$ cat src/rtl/dt_walk_classifier.sv
`default_nettype none
// ============================================================================
// Module  : dt_walk_classifier
// Brief   : Table-driven decision-tree classifier; sequential walker, one node per clock.
// Rev     : 1.0  initial release
// ============================================================================
module dt_walk_classifier #(
    parameter int N_FEAT  = 5,
    parameter int FEAT_W  = 32,
    parameter int DEPTH   = 4,
    parameter int CLASS_W = 8
) (
    input  logic                                 clk,
    input  logic                                 rst,
    input  logic                                 in_valid,
    output logic                                 in_ready,
    input  logic [N_FEAT*FEAT_W-1:0]             in_feat,
    output logic                                 out_valid,
    input  logic                                 out_ready,
    output logic [CLASS_W-1:0]                   out_class,
    output logic [$clog2(DEPTH+1)-1:0]           out_depth,
    output logic                                 out_err,
    input  logic                                 cfg_we,
    input  logic [$clog2(2**DEPTH-1)-1:0]        cfg_addr,
    input  logic [1+$clog2(N_FEAT)+FEAT_W-1:0]   cfg_data,
    output logic                                 cfg_rej
);

    localparam int FIDX_W = $clog2(N_FEAT);
    localparam int NODES  = 2**DEPTH - 1;
    localparam int AW     = $clog2(NODES);
    localparam int NODE_W = 1 + FIDX_W + FEAT_W;
    localparam int LVL_W  = $clog2(DEPTH + 1);
    localparam logic [NODE_W-1:0] NODE_RST = {1'b1, {(NODE_W-1){1'b0}}};

    typedef enum logic [1:0] {
        S_IDLE = 2'd0,
        S_WALK = 2'd1,
        S_DONE = 2'd2
    } state_t;

    state_t                    state_q;
    logic [NODE_W-1:0]         tbl_q [NODES];
    logic [N_FEAT*FEAT_W-1:0]  feat_q;
    logic [AW:0]               node_q;
    logic [LVL_W-1:0]          level_q;
    logic                      in_ready_q;
    logic                      out_valid_q;
    logic [CLASS_W-1:0]        out_class_q;
    logic [LVL_W-1:0]          out_depth_q;
    logic                      out_err_q;
    logic                      cfg_rej_q;

    logic [NODE_W-1:0]         node_w;
    logic                      n_leaf;
    logic [FIDX_W-1:0]         n_idx;
    logic [FEAT_W-1:0]         n_thr;
    logic [FEAT_W-1:0]         feat_sel;
    logic                      bad_idx;
    logic                      last_lvl;
    logic                      stop_w;
    logic                      err_w;
    logic [AW:0]               node_d;
    logic                      cfg_ok;

    // Out-of-range index reads as a default leaf; legal trees never get there.
    assign node_w   = (node_q < (AW+1)'(NODES)) ? tbl_q[node_q[AW-1:0]] : NODE_RST;
    assign n_leaf   = node_w[NODE_W-1];
    assign n_idx    = node_w[FEAT_W +: FIDX_W];
    assign n_thr    = node_w[FEAT_W-1:0];
    assign bad_idx  = 32'(n_idx) >= N_FEAT;
    assign last_lvl = (level_q == LVL_W'(DEPTH - 1));
    assign stop_w   = n_leaf || last_lvl || bad_idx;
    assign err_w    = bad_idx || (!n_leaf && last_lvl);
    assign cfg_ok   = (state_q == S_IDLE) && (cfg_addr < AW'(NODES));

    always_comb begin
        feat_sel = '0;
        for (int k = 0; k < N_FEAT; k++) begin
            if (n_idx == FIDX_W'(k)) begin
                feat_sel = feat_q[k*FEAT_W +: FEAT_W];
            end
        end
    end

    // Heap children: left = 2n+1 when feature is strictly below threshold, else right = 2n+2.
    assign node_d = {node_q[AW-1:0], 1'b0} + ((feat_sel < n_thr) ? (AW+1)'(1) : (AW+1)'(2));

    always_ff @(posedge clk) begin
        if (rst) begin
            state_q     <= S_IDLE;
            feat_q      <= '0;
            node_q      <= '0;
            level_q     <= '0;
            in_ready_q  <= 1'b1;
            out_valid_q <= 1'b0;
            out_class_q <= '0;
            out_depth_q <= '0;
            out_err_q   <= 1'b0;
            cfg_rej_q   <= 1'b0;
            for (int i = 0; i < NODES; i++) begin
                tbl_q[i] <= NODE_RST;
            end
        end else begin
            cfg_rej_q <= cfg_we && !cfg_ok;
            if (cfg_we && cfg_ok) begin
                tbl_q[cfg_addr] <= cfg_data;
            end
            case (state_q)
                S_IDLE: begin
                    if (in_valid) begin
                        feat_q     <= in_feat;
                        node_q     <= '0;
                        level_q    <= '0;
                        in_ready_q <= 1'b0;
                        state_q    <= S_WALK;
                    end
                end
                S_WALK: begin
                    if (stop_w) begin
                        out_class_q <= n_thr[CLASS_W-1:0];
                        out_depth_q <= level_q;
                        out_err_q   <= err_w;
                        out_valid_q <= 1'b1;
                        state_q     <= S_DONE;
                    end else begin
                        node_q  <= node_d;
                        level_q <= level_q + LVL_W'(1);
                    end
                end
                S_DONE: begin
                    if (out_ready) begin
                        out_valid_q <= 1'b0;
                        in_ready_q  <= 1'b1;
                        state_q     <= S_IDLE;
                    end
                end
                default: begin
                    state_q     <= S_IDLE;
                    in_ready_q  <= 1'b1;
                    out_valid_q <= 1'b0;
                end
            endcase
        end
    end

    assign in_ready  = in_ready_q;
    assign out_valid = out_valid_q;
    assign out_class = out_class_q;
    assign out_depth = out_depth_q;
    assign out_err   = out_err_q;
    assign cfg_rej   = cfg_rej_q;

endmodule
`default_nettype wire

$ cat config.mk
export PLATFORM = sky130hd
export DESIGN_NAME = dt_walk_classifier
export DESIGN_NICKNAME = d
export VERILOG_FILES = /design/src/rtl/dt_walk_classifier.sv
export SDC_FILE = /design/constraint.sdc
export NUM_CORES = 1
export LEC_CHECK = 0
export BUFFER_PORTS_ARGS = -buffer_cell sky130_fd_sc_hd__buf_2
export CAP_MARGIN = 10
export CORE_MARGIN = 5
export CORE_UTILIZATION = 55
export CTS_BUF_LIST = sky130_fd_sc_hd__clkbuf_16
export CTS_CLUSTER_SIZE = 24
export DETAILED_ROUTE_END_ITERATION = 10
export PLACE_DENSITY = 0.71
export RECOVER_POWER = 100
export SETUP_SLACK_MARGIN = 0.15
export SKIP_LAST_GASP = 1
export SYNTH_ARGS = -nofsm -noshare
export SYNTH_HDL_FRONTEND = slang
export SYNTH_SLANG_ARGS = --single-unit
$ cat constraint.sdc
create_clock -name clk -period 9.1 [get_ports clk]
set_input_delay 1.82 -clock clk [delete_from_list [all_inputs] [get_ports clk]]
set_output_delay 1.82 -clock clk [all_outputs]
set_load 0.01 [all_outputs]
==> impl_metrics.prom <==
# TYPE chip_impl_metric gauge
chip_impl_metric{name="place.detailed.instances",unit=""} 3422
chip_impl_metric{name="route.detailed.vias_per_inst",unit=""} 6.06
chip_impl_metric{name="placeableCoreArea",unit="um^2"} 60600
chip_impl_metric{name="grt_pass1_vias",unit=""} 21762
chip_impl_info{name="worst_hold_path_ep",value="feat_q[87]"} 1
chip_impl_metric{name="synth-seq-area-share",unit="%"} 62.4
chip_impl_metric{name="worst_ir_drop_vdd",unit="mV"} 0.151
chip_impl_metric{name="drv_slew",unit=""} 1131
chip_impl_info{name="synth.largest_area_cell",value="sky130_fd_sc_hd__edfxtp_1"} 1
chip_impl_metric{name="use_met1",unit="%"} 35.6
chip_impl_metric{name="synth_async_sr_flop_share",unit="%"} 0
chip_impl_metric{name="wl_per_cell",unit="um"} 25.5
chip_impl_metric{name="synth_seq_cells",unit=""} 765
chip_impl_metric{name="synth-edff-count",unit=""} 576
chip_impl_metric{name="nFillCells",unit=""} 4575
chip_impl_metric{name="synth_simple_gate_area_share",unit="%"} 16.1
chip_impl_metric{name="globalRouteTotalUtil",unit="%"} 26.8
chip_impl_metric{name="drtPass1Iterations",unit=""} 6
chip_impl_metric{name="postCtsHoldBufs",unit=""} 0
chip_impl_info{name="mostFrequentLayoutCell",value="sky130_fd_sc_hd__edfxtp_1"} 1
chip_impl_info{name="cts_tree",value="done"} 1
chip_impl_metric{name="yosysUniqueCellTypes",unit=""} 57
chip_impl_metric{name="gr-total-overflow",unit=""} 0
chip_impl_metric{name="synth_compound_area_share",unit="%"} 5.53
chip_impl_metric{name="use_met2",unit="%"} 45.1
chip_impl_metric{name="fraction_of_synthesized_area_in_multiplexers",unit="%"} 12.2
chip_impl_metric{name="share_of_layout_cells_above_drive_strength_1",unit="%"} 18.0
chip_impl_info{name="combinational_family_with_the_most_area_after_synthesis",value="simple AND/OR/NAND/NOR gates"} 1
chip_impl_info{name="violations",value="max-capacitance violations, max-slew violations"} 1
chip_impl_info{name="crit_path_end_kind",value="register"} 1
chip_impl_info{name="grt_setup_unrepaired",value="false"} 1
chip_impl_metric{name="min_path_cells",unit=""} 2
chip_impl_metric{name="layout.nets",unit=""} 2962
chip_impl_metric{name="met3_usage",unit="%"} 6.40
chip_impl_metric{name="worst-path-max-fanout",unit=""} 98
chip_impl_metric{name="avgSynthCellArea",unit="um^2"} 13.3
chip_impl_metric{name="reg2reg_slack",unit="ns"} 1.92
chip_impl_metric{name="grt_max_degree",unit=""} 119
chip_impl_metric{name="gp_routability_congestion",unit=""} 0.848
chip_impl_metric{name="post-route-min-period",unit="ns"} 7.73
chip_impl_metric{name="final-setup-viol-count",unit=""} 0
chip_impl_metric{name="clkLatencyLatePin",unit="ns"} 0.63
chip_impl_metric{name="cts_sinks",unit=""} 765
chip_impl_metric{name="timing.fmax",unit="MHz"} 129
chip_impl_metric{name="syn-instance-count",unit=""} 2541
chip_impl_metric{name="cellLeakagePower",unit="uW"} 0.0136
chip_impl_info{name="worstHoldPathType",value="reg2reg"} 1
chip_impl_metric{name="portion_of_synthesized_cell_area_occupied_by_the_leading_cell_type",unit="%"} 51.2
chip_impl_metric{name="critPathRequiredTime",unit="ns"} 9.30
chip_impl_metric{name="final.period_utilization",unit="%"} 85.0
chip_impl_info{name="gr-max-usage-layer",value="met2"} 1
chip_impl_metric{name="cts_resized",unit=""} 0
chip_impl_metric{name="postCtsSetupBuffers",unit=""} 0
chip_impl_metric{name="synthesis.yosys.warnings",unit=""} 0
chip_impl_metric{name="drc_errors",unit=""} 0
chip_impl_metric{name="synth_adder_area_share",unit="%"} 1.30
chip_impl_metric{name="slew-limit-headroom",unit="%"} -191
chip_impl_metric{name="initial_core_util",unit="%"} 55.7
chip_impl_metric{name="powerDensity",unit="nW/um^2"} 205
chip_impl_info{name="min-delay-start",value="feat_q[87]"} 1
chip_impl_metric{name="route.vias.total",unit=""} 21637
chip_impl_metric{name="drv.max_cap_violation_count",unit=""} 38
chip_impl_info{name="start_kind",value="input port"} 1
chip_impl_metric{name="die-width",unit="um"} 258
chip_impl_metric{name="worst-slew-pin-transition",unit="ns"} 4.32
chip_impl_info{name="yosys_most_used_dff",value="sky130_fd_sc_hd__edfxtp_1"} 1
chip_impl_metric{name="ctsLongestPathBuffers",unit=""} 3
chip_impl_metric{name="die_y",unit="um"} 258
chip_impl_info{name="root_buffer",value="sky130_fd_sc_hd__clkbuf_16"} 1
chip_impl_metric{name="cts.clk_slew.worst_paths",unit="ns"} 0.06
chip_impl_metric{name="grt_pass1_wl",unit="mm"} 135
chip_impl_metric{name="final_cells",unit=""} 3571
chip_impl_metric{name="cts_buffers",unit=""} 80
chip_impl_metric{name="xor_xnor_cell_area_share_of_the_yosys_netlist",unit="%"} 0.0519
chip_impl_metric{name="syn-cell-area",unit="um^2"} 33800
chip_impl_metric{name="worst_clock_skew",unit="ns"} 0.0292
chip_impl_metric{name="tns",unit="ns"} 0
chip_impl_info{name="layout_common_cells",value="sky130_fd_sc_hd__edfxtp_1 (576), sky130_fd_sc_hd__nand2_1 (416), sky130_fd_sc_hd__and2_0 (294), sky130_fd_sc_hd__and2_1 (234), sky130_fd_sc_hd__a21oi_1 (187)"} 1
chip_impl_metric{name="fp.dieArea",unit="um^2"} 66500
chip_impl_metric{name="synthToLayoutAreaGrowth",unit="%"} 13.0
chip_impl_metric{name="postRouteWirelength",unit="mm"} 91.0
chip_impl_metric{name="io_buffer_count",unit=""} 219
chip_impl_metric{name="worst_r2r_path_depth",unit=""} 21
chip_impl_info{name="synth_top_cells_by_area",value="sky130_fd_sc_hd__edfxtp_1 (51%), sky130_fd_sc_hd__dfxtp_1 (11%), sky130_fd_sc_hd__mux4_2 (11%), sky130_fd_sc_hd__and2_1 (9.8%), sky130_fd_sc_hd__nand2_1 (4.6%)"} 1
chip_impl_metric{name="cp.arrival",unit="ns"} 7.93
chip_impl_metric{name="antenna_left",unit=""} 0
chip_impl_info{name="timing.setup.critical_path_class",value="in2reg"} 1
chip_impl_info{name="outcome",value="complete, but fails checks"} 1
chip_impl_metric{name="initial_antenna_violation_count",unit=""} 10
chip_impl_metric{name="placement_rows",unit=""} 90
chip_impl_metric{name="hold_viol_final",unit=""} 0
chip_impl_metric{name="floorplan.io_pins",unit=""} 220
chip_impl_metric{name="dr.first_iter.drc_count",unit=""} 2190
chip_impl_metric{name="htree_num_levels",unit=""} 3
chip_impl_metric{name="dp_hpwl",unit="mm"} 54.4
logic make-up after synthesis:
family	after synthesis
xor+xnor	2
fa+ha+maj	35
buf+inv	208
flops	765
mux	184
compound gates	303
simple gates	1043
other cells	1
flip-flops by register name (all words and copies together) (netlist names), named ones only:
| signal | count |
|---|---|
| out_class | 8 |
| out_valid | 1 |
| state_q | 2 |
| in_ready | 1 |
| node_q | 5 |
| out_err | 1 |
| feat_q | 160 |
| tbl_q | 576 |
| out_depth | 3 |
| level_q | 3 |
| cfg_rej | 1 |
power breakdown:
group,switching (uW),internal (uW),leakage (uW)
Sequential,66.5,3920,0.00734
Clock,1350,1990,0.00136
Combinational,325,167,0.00491
Total,1740,6080,0.0136
cells in the mapped netlist (19+ instances only):
master	number
sky130_fd_sc_hd__a21oi_1	186
sky130_fd_sc_hd__a222oi_1	31
sky130_fd_sc_hd__a22oi_1	33
sky130_fd_sc_hd__and2_1	529
sky130_fd_sc_hd__clkbuf_1	173
sky130_fd_sc_hd__dfxtp_1	189
sky130_fd_sc_hd__edfxtp_1	576
sky130_fd_sc_hd__ha_1	35
sky130_fd_sc_hd__mux4_2	164
sky130_fd_sc_hd__nand2_1	416
sky130_fd_sc_hd__nor2_1	27
sky130_fd_sc_hd__o21ai_0	19
how the worst max path moves through the flow:
stage / cells after the start / from / endpoint
after floorplan: 6 / cfg_addr[1] / tbl_q[2][0]
after global placement: 21 / register / register
after detailed placement: 21 / register / register
after CTS: 21 / register / register
after global routing: 7 / rst / tbl_q[6][21]
final: 7 / rst / tbl_q[6][21]
critical path, stage by stage:
cell	delay (ns)
sky130_fd_sc_hd__buf_6	0.28
sky130_fd_sc_hd__inv_1	0.58
sky130_fd_sc_hd__nand3_1	0.22
sky130_fd_sc_hd__nor2_1	0.13
sky130_fd_sc_hd__nand2_1	0.26
sky130_fd_sc_hd__o21ai_0	3.26
sky130_fd_sc_hd__clkbuf_1	1.33
through the flow:
stage / util (%) / power (uW) / setup WS, ns / hold slack (ns) / area, um^2
floorplan: - / 4330 / 3.30 / 0.432 / 33900
global placement: 59.0 / 4530 / 2.84 / 0.441 / 35800
detailed placement: 59.0 / 4550 / 2.69 / 0.447 / 35800
CTS: 63.5 / 7860 / 2.71 / 0.455 / 38500
global route: 63.0 / 8060 / 1.18 / 0.469 / 38100
finish: 63.0 / 7820 / 1.37 / 0.457 / 38200
cell type report:
class,count,area [um^2],share of cell area (%)
flip-flops and latches,765,21100,55.3
repair buffers,266,1280,3.35
clock inverters,62,608,1.59
well taps,782,978,2.56
multi-input cells,1603,12100,31.7
diodes,4,10.0,0.0262
clock buffers,83,2080,5.44
inverters,6,22.5,0.0590
metal layers:
metal	up-vias	wire length [um]
met5	-	61
met4	8	2540
met3	190	8270
met2	1063	44700
met1	10827	35500
li1	9549	-
Note: power is estimated with default switching activity, not from simulation.
